[src/rtl/lfsr_burst_ctrl_pkg.sv]
`default_nettype none
// ============================================================================
//  Module   : lfsr_burst_ctrl_pkg
//  Brief    : Shared constants and state encodings for the LFSR burst sequencer.
//  Revision : 1.0
// ============================================================================
package lfsr_burst_ctrl_pkg;

    localparam int c_LFSR_W   = 17;
    // Recurrence a[n+17] = a[n] ^ a[n+3] (x^17 + x^3 + 1, maximal length)
    localparam int c_LFSR_TAP = 3;

    localparam logic [1:0] c_ST_IDLE   = 2'd0;
    localparam logic [1:0] c_ST_STREAM = 2'd1;
    localparam logic [1:0] c_ST_GAP    = 2'd2;
    localparam logic [1:0] c_ST_DONE   = 2'd3;

endpackage
`default_nettype wire

[src/rtl/lfsr_burst_ctrl_lfsr17_shift.sv]
`default_nettype none
// ============================================================================
//  Module   : lfsr17_shift
//  Brief    : 17-bit Fibonacci LFSR emitting DATA_BITS sequence bits per shift.
//  Revision : 1.0
// ============================================================================
module lfsr17_shift
    import lfsr_burst_ctrl_pkg::*;
#(
    parameter int                  DATA_BITS = 32,
    parameter logic [c_LFSR_W-1:0] SEED      = 17'h15555
) (
    input  logic                 clk,
    input  logic                 rst,
    input  logic                 i_init,
    input  logic [c_LFSR_W-1:0]  i_seed,
    input  logic                 i_shift,
    output logic [DATA_BITS-1:0] o_data
);

    logic [c_LFSR_W-1:0]           r_state;
    logic [DATA_BITS+c_LFSR_W-1:0] w_ext;

    // Bit 0 of the window is the oldest sequence bit; the top 17 bits are the
    // register contents after DATA_BITS single-bit steps.
    function automatic logic [DATA_BITS+c_LFSR_W-1:0] f_expand(input logic [c_LFSR_W-1:0] s);
        logic [DATA_BITS+c_LFSR_W-1:0] e;
        e = '0;
        e[c_LFSR_W-1:0] = s;
        for (int i = c_LFSR_W; i < DATA_BITS + c_LFSR_W; i++) begin
            e[i] = e[i-c_LFSR_W] ^ e[i-c_LFSR_W+c_LFSR_TAP];
        end
        return e;
    endfunction

    assign w_ext  = f_expand(r_state);
    assign o_data = w_ext[DATA_BITS-1:0];

    always_ff @(posedge clk) begin
        if (rst) begin
            r_state <= SEED;
        end else if (i_init) begin
            r_state <= i_seed;
        end else if (i_shift) begin
            r_state <= w_ext[DATA_BITS+c_LFSR_W-1:DATA_BITS];
        end
    end

endmodule
`default_nettype wire

[src/rtl/lfsr_burst_ctrl.sv]
`default_nettype none
// ============================================================================
//  Module   : lfsr_burst_ctrl
//  Brief    : Command-driven burst sequencer streaming LFSR words with TLAST.
//  Revision : 1.0
// ============================================================================
module lfsr_burst_ctrl
    import lfsr_burst_ctrl_pkg::*;
#(
    parameter int                  DataBits  = 32,
    parameter int                  LenBits   = 16,
    parameter int                  GapCycles = 0,
    parameter logic [c_LFSR_W-1:0] LfsrSeed  = 17'h15555
) (
    input  logic                clk,
    input  logic                rst_n,
    input  logic                cmd_valid,
    output logic                cmd_ready,
    input  logic [c_LFSR_W-1:0] cmd_seed,
    input  logic [LenBits-1:0]  cmd_len,
    input  logic                abort,
    output logic                out_valid,
    input  logic                out_ready,
    output logic [DataBits-1:0] out_data,
    output logic                out_last,
    output logic                busy,
    output logic                done,
    output logic                done_abort,
    output logic [LenBits-1:0]  word_count
);

    localparam int                 c_GAP_W    = (GapCycles > 1) ? $clog2(GapCycles) : 1;
    localparam logic [c_GAP_W-1:0] c_GAP_LOAD = c_GAP_W'((GapCycles > 0) ? GapCycles - 1 : 0);
    localparam logic [LenBits-1:0] c_ONE      = LenBits'(1);

    logic [1:0]         r_state;
    logic [LenBits-1:0] r_remaining;
    logic [LenBits-1:0] r_word_count;
    logic [c_GAP_W-1:0] r_gap_cnt;
    logic               r_abort_pend;
    logic               r_done_abort;

    logic w_init;
    logic w_hs;
    logic w_last;

    assign w_init = (r_state == c_ST_IDLE) && cmd_valid;
    assign w_hs   = (r_state == c_ST_STREAM) && out_ready;
    assign w_last = (r_remaining == c_ONE);

    assign cmd_ready  = (r_state == c_ST_IDLE);
    assign busy       = (r_state != c_ST_IDLE);
    assign out_valid  = (r_state == c_ST_STREAM);
    assign out_last   = out_valid && w_last;
    assign done       = (r_state == c_ST_DONE);
    assign done_abort = r_done_abort;
    assign word_count = r_word_count;

    lfsr17_shift #(
        .DATA_BITS (DataBits),
        .SEED      (LfsrSeed)
    ) u_lfsr (
        .clk     (clk),
        .rst     (1'b0),
        .i_init  (w_init),
        .i_seed  (cmd_seed),
        .i_shift (w_hs),
        .o_data  (out_data)
    );

    always_ff @(posedge clk or negedge rst_n) begin
        if (!rst_n) begin
            r_state      <= c_ST_IDLE;
            r_remaining  <= '0;
            r_word_count <= '0;
            r_gap_cnt    <= '0;
            r_abort_pend <= 1'b0;
            r_done_abort <= 1'b0;
        end else begin
            r_done_abort <= 1'b0;
            case (r_state)
                c_ST_IDLE: begin
                    if (cmd_valid) begin
                        r_remaining  <= cmd_len;
                        r_word_count <= '0;
                        r_abort_pend <= 1'b0;
                        r_state      <= (cmd_len == '0) ? c_ST_DONE : c_ST_STREAM;
                    end
                end
                c_ST_STREAM: begin
                    if (out_ready) begin
                        r_remaining  <= r_remaining - c_ONE;
                        r_word_count <= r_word_count + c_ONE;
                        // Completing the final word wins over any abort request.
                        if (w_last) begin
                            r_state <= c_ST_DONE;
                        end else if (r_abort_pend || abort) begin
                            r_state      <= c_ST_DONE;
                            r_done_abort <= 1'b1;
                        end else if (GapCycles > 0) begin
                            r_state   <= c_ST_GAP;
                            r_gap_cnt <= c_GAP_LOAD;
                        end
                    end else if (abort) begin
                        r_abort_pend <= 1'b1;
                    end
                end
                c_ST_GAP: begin
                    if (abort) begin
                        r_state      <= c_ST_DONE;
                        r_done_abort <= 1'b1;
                    end else if (r_gap_cnt == '0) begin
                        r_state <= c_ST_STREAM;
                    end else begin
                        r_gap_cnt <= r_gap_cnt - 1'b1;
                    end
                end
                c_ST_DONE: begin
                    r_abort_pend <= 1'b0;
                    r_state      <= c_ST_IDLE;
                end
                default: begin
                    r_state <= c_ST_IDLE;
                end
            endcase
        end
    end

endmodule
`default_nettype wire
[config.mk]
export PLATFORM = sky130hd
export DESIGN_NAME = lfsr_burst_ctrl
export DESIGN_NICKNAME = d
export VERILOG_FILES = /design/src/rtl/lfsr_burst_ctrl_pkg.sv /design/src/rtl/lfsr_burst_ctrl_lfsr17_shift.sv /design/src/rtl/lfsr_burst_ctrl.sv
export SDC_FILE = /design/constraint.sdc
export NUM_CORES = 1
export LEC_CHECK = 0
export ABC_CLOCK_PERIOD_IN_PS = 3600
export CAP_MARGIN = 20
export CORE_MARGIN = 1
export CORE_UTILIZATION = 35
export CTS_BUF_LIST = sky130_fd_sc_hd__clkbuf_8
export DETAILED_ROUTE_END_ITERATION = 10
export MAX_ROUTING_LAYER = met4
export PLACE_DENSITY_LB_ADDON = 0.15
export SETUP_SLACK_MARGIN = 0.4
export SYNTH_ARGS = -nofsm -noshare
export SYNTH_HDL_FRONTEND = slang
export SYNTH_SLANG_ARGS = --single-unit
export TNS_END_PERCENT = 1
[constraint.sdc]
create_clock -name clk -period 3.6 [get_ports clk]
set_input_delay 0.9 -clock clk [delete_from_list [all_inputs] [get_ports clk]]
set_output_delay 0.9 -clock clk [all_outputs]
set_load 0.005 [all_outputs]
# Word level (Yosys, flattened, before mapping)

Cells that the tools add are included.

Flip-flop bits (word level): 54
Latch bits: 0
Bits in writable memories: 0
ROM bits: 0
Input port bits: 38
Output and inout port bits: 54
Word-level logic and storage cells: 93
Memories kept: 0

$add $sub $neg: 3
Multiply operators: 0
Divide/modulo/power cells: 0
Order comparisons: 0
Equality and inequality tests: 10
Shifts and indexed selects: 0
Mux-type cells: 26
Bitwise operators: 33
Reductions and logical operators: 14

Operators by type and width:

| kind                                                                   | count |
|---|---|
| 16-bit two-way mux                                                     | 4 |
| 16-bit one-hot mux with 2 select lines                                 | 2 |
| 17-bit two-way mux                                                     | 2 |
| 1-bit XOR                                                              | 32 |
| 16-bit by 1-bit adder with 16-bit output, second input constant        | 1 |
| 16-bit by 1-bit equality test with 1-bit output, second input constant | 1 |
| 16-bit logical NOT                                                     | 1 |
| 16-bit by 1-bit subtractor with 16-bit output, second input constant   | 1 |
| 2-bit two-way mux                                                      | 7 |
| 1-bit two-way mux                                                      | 8 |
| 2-bit one-hot mux with 4 select lines                                  | 1 |
| 4-bit AND reduction                                                    | 2 |
| 2-bit != test, second input constant                                   | 3 |
| 2-bit nonzero test                                                     | 3 |
| 2-bit equality test, second input constant                             | 2 |
| 1-bit logical AND                                                      | 3 |
| 3-bit by 1-bit != test with 1-bit output, second input constant        | 1 |
| 3-bit != test, second input constant                                   | 1 |
| 1-bit one-hot mux with 3 select lines                                  | 1 |
| 3-bit AND reduction                                                    | 1 |
| 3-bit nonzero test                                                     | 1 |
| 2-bit by 1-bit equality test with 1-bit output, second input constant  | 1 |
| 2-bit logical NOT                                                      | 1 |
| 2-bit by 1-bit != test with 1-bit output, second input constant        | 1 |
| other kinds (5)                                                        | 5 |

# Depth between registers and ports, before layout

Depth in word-level cells: 5
Gate-level depth with buffers: 8
Mapped depth without buffers: 7

# Cells and area by module

Synthesis repeated with hierarchy kept, for this count alone.

Cell total of the unflattened synthesis: 371
Area, all modules: 3294.4 um2

By module, submodules not included:

| module          | times used | cells each | area each (um2) | seq. area each (um2) |
|---|---|---|---|---|
| lfsr_burst_ctrl | 1          | 241        | 2204.6          | 900.9 |
| lfsr17_shift    | 1          | 130        | 1089.8          | 340.3 |

# Worst setup path after synthesis

Ideal clock, no wire load.

Kind: input -> register
Start: in out_ready
End: reg r_remaining[12]
Setup time: 0.137 ns
Data arrival time: 2.011 ns
Data required time: 3.463 ns
Setup slack: 1.452 ns
Stages: 6
Path buffers: 1
Path through: buf_2 > and2b_1 > nor2_2 > mux2_2 > nor2_1 > a21oi_1

Longest elaborated chain between the ends: 2

RTL lines:

| what                                               | line                  | text |
|---|---|---|
| from (decl)                                        | lfsr_burst_ctrl.sv:23 | `input logic out_ready,` |
| 2-bit by 1-bit != test with 1-bit output (no line) | --                    |  |
| 3-bit AND reduction (no line)                      | --                    |  |
| to (signal assigned)                               | lfsr_burst_ctrl.sv:84 | `r_remaining <= cmd_len;` |
| to (signal assigned)                               | lfsr_burst_ctrl.sv:92 | `r_remaining <= r_remaining - c_ONE;` |
| to (decl)                                          | lfsr_burst_ctrl.sv:37 | `logic [LenBits-1:0] r_remaining;` |

No other way between the ends.
A chain may end at the register's enable or synchronous reset.

# Worst setup path in the final report

Start: reg r_remaining[10]
End: out out_last

Longest elaborated chain between the ends: 2

RTL lines:

| what                                            | line                  | text |
|---|---|---|
| 16-bit by 1-bit equality test with 1-bit output | lfsr_burst_ctrl.sv:49 | `assign w_last = (r_remaining == c_ONE);` |
| 1-bit logical AND                               | lfsr_burst_ctrl.sv:54 | `assign out_last = out_valid && w_last;` |
| to (decl)                                       | lfsr_burst_ctrl.sv:25 | `output logic out_last,` |

No other way between the ends.

==> flow_summary.json <==
{
  "outcome": "complete, no violations",
  "grt_pass1_wl_um": 13600,
  "cpMaxStageDelayCell": "clkdlybuf4s50_1",
  "hpwl_um": 6080,
  "io_buffers": 91,
  "stdcell_area_um2": 4370,
  "rrSetupSlack_ns": 1.25,
  "drive_above_1_share": 0.0733,
  "clockRootBuffer": "clkbuf_8",
  "path_clk_slew_ns": 0.10,
  "final.min_clock_period_ns": 2.98,
  "antenna_found_initial": 0,
  "cts_tree": "done",
  "setup_viol": 0,
  "vias": 2773,
  "postCtsSetupBuffers": 0,
  "route.top_layer_used": "met4",
  "hold_start": "r_abort_pend$_DFFE_PN0P_",
  "cp.required_ns": 2.70,
  "routed_wl_um": 8180,
  "p_per_area_nw_per_um2": 893,
  "crit_family": "simple AND/OR/NAND/NOR gates",
  "track_usage": 0.182,
  "rsz0062_at_grt": "false",
  "hold_path_class": "reg -> reg",
  "avgRoutedWirePerCell_um": 15.4,
  "postCtsResizedCells": 0,
  "synthToLayoutAreaGrowth_pct": 36.7,
  "drtIter0Drc": 121,
  "dpl-instance-area_um2": 4250,
  "timing.rr.start": "r_state[1]$_DFFE_PN0P_",
  "critPathBufInv": 1,
  "worstPathArrival_ns": 2.08,
  "gp_congestion": 0.812,
  "fmax_ghz": 0.335,
  "dieHeight_um": 97.6,
  "clock_path_buffers": 2,
  "comb_power_share": 0.543,
  "path_cells": "nor4_2 > nand4_1 > nor2_1 > clkdlybuf4s50_1",
  "slew_viol_final": 0,
  "cpPeakStageDelay_ns": 0.53,
  "final_antenna_net_count": 0,
  "fp.dieW_um": 97.6,
  "fin_nets": 469,
  "dp_worst_setup_slack_ns": 0.616,
  "syn_avg_cell_area_um2": 9.75,
  "min_period_over_period": 0.829,
  "synth_top_flop_cell": "dfrtp_1",
  "switchingPower_uw": 1530,
  "whs_ns": 0.545,
  "setup_slack_ns": 0.617,
  "clockPowerShare": 0.111,
  "grt_max_degree": 37,
  "slew-limit-headroom": 0.634,
  "first_global_vias": 2658,
  "seq_area_frac_synth": 0.441,
  "r2r-end": "r_remaining[10]$_DFFE_PN0P_",
  "cts_inserted_buffers": 5,
  "syn-num-nets": 375,
  "finalSetupTns_ns": 0,
  "worst-path-max-fanout": 5,
  "antenna_cells": 0,
  "endpoint_kind": "output port",
  "core_area_um2": 8760,
  "p_seq_frac": 0.346,
  "met3WireLength_um": 339,
  "synth_cell_types": 55,
  "r2r_cells": 7,
  "avgViaCountPerCell": 5.22,
  "wl_met1_um": 4080,
  "worstSetupPathType": "reg -> out",
  "rows": 34,
  "hold_depth": 1,
  "min_to": "r_abort_pend$_DFFE_PN0P_",
  "max-cap-violations": 0,
  "dr.pass1.iters": 4,
  "syn_area_um2": 3200,
  "timing_hold_violations_final": 0,
  "skew_ns": 0.00516,
  "hold_buffers": 0,
  "yosys_warnings": 0,
  "ir_drop_v": 0.000325,
  "power.internal_uw": 2370,
  "netlist_instances": 328,
  "start_util": 0.365,
  "grt-ovfl-total": 0,
  "clock_latency_ns": 0.31,
  "switching_share": 0.391,
  "synth_edf_count": 17,
  "ys_seq_elements": 53,
  "h-tree-depth": 2,
  "cts_sinks": 53,
  "pin_count": 92,
  "start_kind": "flip-flop",
  "postSynth.asyncResetShare": 0.679,
  "routed-wl-met2_um": 3700,
  "dieArea_um2": 9520,
  "drc": 0,
  "worst_slew_pin_slew_ns": 0.548,
  "p_leak_uw": 0.00165,
  "final_util": 0.499,
  "fill_cells": 863
}
synthesized netlist by cell type (all sizes together) (9+ instances only):
master | number | share of area
nor2 | 22 | 0.027
edfxtp | 17 | 0.16
nand2 | 44 | 0.052
dfrtp | 36 | 0.28
xor2 | 21 | 0.058
nand3 | 9 | 0.014
nor4 | 9 | 0.022
ha | 9 | 0.035
xnor2 | 19 | 0.052
o21ai | 32 | 0.050
a21oi | 19 | 0.030
worst reg2reg max path: stages (launching register included):
cell and delay, ns:
dfrtp_1 0.43, inv_1 0.10, ha_1 0.20, buf_4 0.23, and2b_1 0.25, nor2_2 0.46
nand2_2 0.27, o221a_2 0.30
flip-flops by register name (all words and copies together), names as in the netlist:
name	cells
done_abort	1
r_state	2
r_abort_pend	1
r_remaining	16
word_count	16
u_lfsr.r_state	17
placed cells by master, fill, tap and decap left out, drive strengths merged, types with 2 or more instances in the layout:
cell type and instances:
o21ai 32, and2 2, nand4 8, or4 2, buf 7, xnor2 19
edfxtp 17, nor3b 4, o22ai 8, nor2 22, o221a 2, ha 9
and3 3, a21oi 19, nand2 44, a31oi 4, and4 2, nand2b 3
inv 7, nor2b 2, mux2i 8, clkdlybuf4s50 91, nor4b 2, nor4 9
dfrtp 36, nand3 9, or3 4, clkbuf 6, xor2 21, nor3 3
stage by stage:
| stage | std cells | power, uW |
|---|---|---|
| after floorplan | 328 | 2450 |
| after global placement | 523 | 3460 |
| after detailed placement | 523 | 3490 |
| after CTS | 531 | 3930 |
| after global routing | 531 | 4220 |
| final | 531 | 3900 |
final cells by class:
class,instances,area (um^2),area share
inverters,7,26.3,0.00601
well taps,108,135,0.0309
clock buffers,6,82.6,0.0189
flip-flops and latches,53,1410,0.323
clock inverters,2,33.8,0.00773
repair buffers,98,963,0.220
multi-input cells,257,1720,0.393
cells by family (layout without fill, tap and decap cells):
family	after synthesis	after routing	synth area share
buf+inv	18	113	0.0235
simple gates	122	122	0.214
mux	9	9	0.0325
flops	53	53	0.441
xor+xnor	40	40	0.110
compound gates	77	77	0.144
fa+ha+maj	9	9	0.0352
routing by layer:
| metal | vias to the layer above | GRT usage |
|---|---|---|
| li1 | 1380 | - |
| met1 | 1326 | 0.258 |
| met2 | 63 | 0.274 |
| met3 | 4 | 0.0317 |
| met4 | 0 | 0.0407 |
| met5 | - | - |
power groups by stage:
stage               clock network (uW)  logic, uW  registers, uW
finish                             432       2120           1350
global placement                     0       2100           1350
CTS                                438       2140           1350
floorplan                            0       1170           1280
global route                       463       2350           1400
detailed placement                   0       2130           1360
how the worst max path moves through the flow:
stage | from | to | slack, ns | cells after the start
2_1_floorplan | out_ready | r_remaining[12]$_DFFE_PN0P_ | 1.45 | 6
4_1_cts | r_remaining[10]$_DFFE_PN0P_ | out_last | 0.51 | 4
5_1_grt | r_remaining[1]$_DFFE_PN0P_ | out_last | 0.42 | 6
3_3_place_gp | out_ready | r_remaining[2]$_DFFE_PN0P_ | 0.65 | 5
6_report | r_remaining[10]$_DFFE_PN0P_ | out_last | 0.62 | 4
3_5_place_dp | out_ready | r_remaining[10]$_DFFE_PN0P_ | 0.62 | 5
(Power assumes the default switching activity.)
==> RTL change: new RTL, same settings <==
Make the reset (`rst_n`) synchronous in one clocked block.
--- a/src/rtl/lfsr_burst_ctrl.sv
+++ b/src/rtl/lfsr_burst_ctrl.sv
@@ -68,7 +68,7 @@
         .o_data  (out_data)
     );
 
-    always_ff @(posedge clk or negedge rst_n) begin
+    always_ff @(posedge clk) begin
         if (!rst_n) begin
             r_state      <= c_ST_IDLE;
             r_remaining  <= '0;
Function: differs if rst_n is asserted again (counterexample within 4 cycles, from zero or initial values and one cycle with rst_n low); with rst_n held inactive, the same outputs for 10 cycles.
==> RTL change against the unedited design <==
Register-to-register slack worse by 0.22 ns. Power is 16% lower. Combinational power is 16% lower. Wire length is 5.6% higher. Synthesized area is 3.1% lower. Clock skew is 0.0038 ns higher. Sequential cell count stayed put. Core utilization is 0.42 points higher. Largest cell class unchanged. Cell area is 3.5% lower. Critical path type unchanged. Setup slack worse by 0.019 ns. Count of clock-buffer cells in the layout is 1 lower.
==> RTL change: results (changes against the unedited design) <==
The run gives 8639 um (+5.6%) as the total wirelength of the detailed-routed design. The fraction of power spent switching nets was 0.3955 (+0.004090); the leakage power figure was 1.486 nW (-10%). Worst slack after detailed placement: 0.5950 ns (-0.02062 ns). The routed wire length on met2 was 3818 um (+3.2%).

After synthesis, the most frequently instantiated cells are 39 x sky130_fd_sc_hd__nand2_1, 36 x sky130_fd_sc_hd__dfxtp_1, 29 x sky130_fd_sc_hd__o21ai_0. The startpoint identified for the worst register-to-register timing path is r_state[1]. For the total nets after synthesis, the log shows 402 (+7.2%). The peak ir drop on the vdd network was 0.2354 mV (-28%).

The tools report the via count of the first global-routing pass as 2665 (+0.26%). The share of cells above drive strength 1 is 0.06081 (-0.01248), and the final setup skew is 0.008958 ns (+0.003798 ns). Share of the yosys chip area belonging to registers: 0.3973 (-0.04406).

The highest net fanout along the worst path came out at 8 (+3). In this run the worst setup path begins at r_remaining[7]. The global-route usage over all layers is 0.1956 (+0.01311). The number of vias per cell works out to 5.255 (+0.63%). The relative slew slack came out at 0.6169 (-0.01744). Met1 wire length: 4246 um (+4.0%). The run finished with clean final reports. The final weighted congestion in routability-driven placement is 0.8131 (about the same). The signal arrival time at the worst endpoint was 2.10 ns (+0.02 ns). For the post-place instance area, the log shows 0.004126 mm2 (-2.9%).

The launch instance of the worst min-delay path is word_count[1]. The multiplexer fraction of the synthesized cell area is 0.003230 (-0.02924), and the final net count is 490 (+4.5%). The filler cell count is 821 (-4.9%), and the post-synthesis compound-gate area fraction is 0.1502 (+0.005815). The wire length on met3 came out at 496 um (+46%).

In the post-synthesis netlist, the biggest area contributors are sky130_fd_sc_hd__dfxtp_1 23%, sky130_fd_sc_hd__edfxtp_1 16%, sky130_fd_sc_hd__xor2_1 7.3%. The number of design-rule violations left by the first detailed-router iteration is 99 (-18%). Async set-reset flop share out of synthesis: 0 (-0.6792). The xor-xnor portion of the synthesized cell area works out to 0.1300 (+0.02045). The maximum number of pins on one net before global-route repair came out at 35 (-5.4%).
[RTL change: cell types whose count changed after synthesis, sizes merged, moves of 7 or more]
| cell | delta |
|---|---|
| clkbuf | +8 |
| mux2i | -7 |
| dfxtp | +36 |
| nor3 | +7 |
| nand3 | +11 |
| dfrtp | -36 |
[RTL change: layer usage]
layer	GRT usage	vias to the layer above
li1	-	1445
met3	0.04186	8
met1	0.2711	1354
met5	-	-
met2	0.2943	78
met4	0.03731	0
[RTL change: power by group through the flow]
stage	Clock, mW	Combinational (mW)	Sequential (mW)
after floorplan	0	1.00	1.08
after global placement	0	1.75	1.15
after detailed placement	0	1.77	1.16
after CTS	0.344	1.78	1.15
after global routing	0.366	1.98	1.18
final	0.335	1.78	1.15
[RTL change: critical path, cell delays in order, from the launching register on]
cell	delay [ns]
sky130_fd_sc_hd__dfxtp_1	0.41
sky130_fd_sc_hd__nor4_4	0.41
sky130_fd_sc_hd__nand2_1	0.13
sky130_fd_sc_hd__nor4_1	0.29
sky130_fd_sc_hd__clkdlybuf4s50_1	0.56
[RTL change: worst paths after layout]
kind              slack [ns]              to  cells after the start
setup reg to reg        1.03  r_remaining[8]                      9
setup / recovery        0.60        out_last                      4
hold reg to reg         0.50   word_count[1]                      2
hold / removal          0.50   word_count[1]                      2
[RTL change: cell type report]
cell class / count / share of cell area
inverter: 8 / 0.007124
multi-input combinational: 275 / 0.4179
sequential: 53 / 0.2921
clock inverter: 3 / 0.003265
clock buffer: 5 / 0.01633
tap: 105 / 0.03117
timing repair buffer: 100 / 0.2321
[RTL change: metrics by stage]
step                      instances    util
after floorplan                 355       -
after global placement          541  0.4923
after detailed placement        541  0.4923
after CTS                       549  0.5022
after global routing            549  0.5029
final                           549  0.5029
[RTL change: repair_timing]
action                                  in CTS  in global routing
setup buffers                                0                  0
endpoints found under the setup margin       0                  1
resized for setup                            0                  1
[RTL change: cells by family (layout without fill, tap and decap cells)]
group | Yosys count | in the layout
AND/OR/NAND/NOR | 143 | 143
AO/OA/AOI/OAI | 76 | 76
flip-flops | 53 | 53
XOR/XNOR | 46 | 46
buffers and inverters | 27 | 116
adder cells (fa/ha/maj) | 9 | 9
multiplexers | 1 | 1
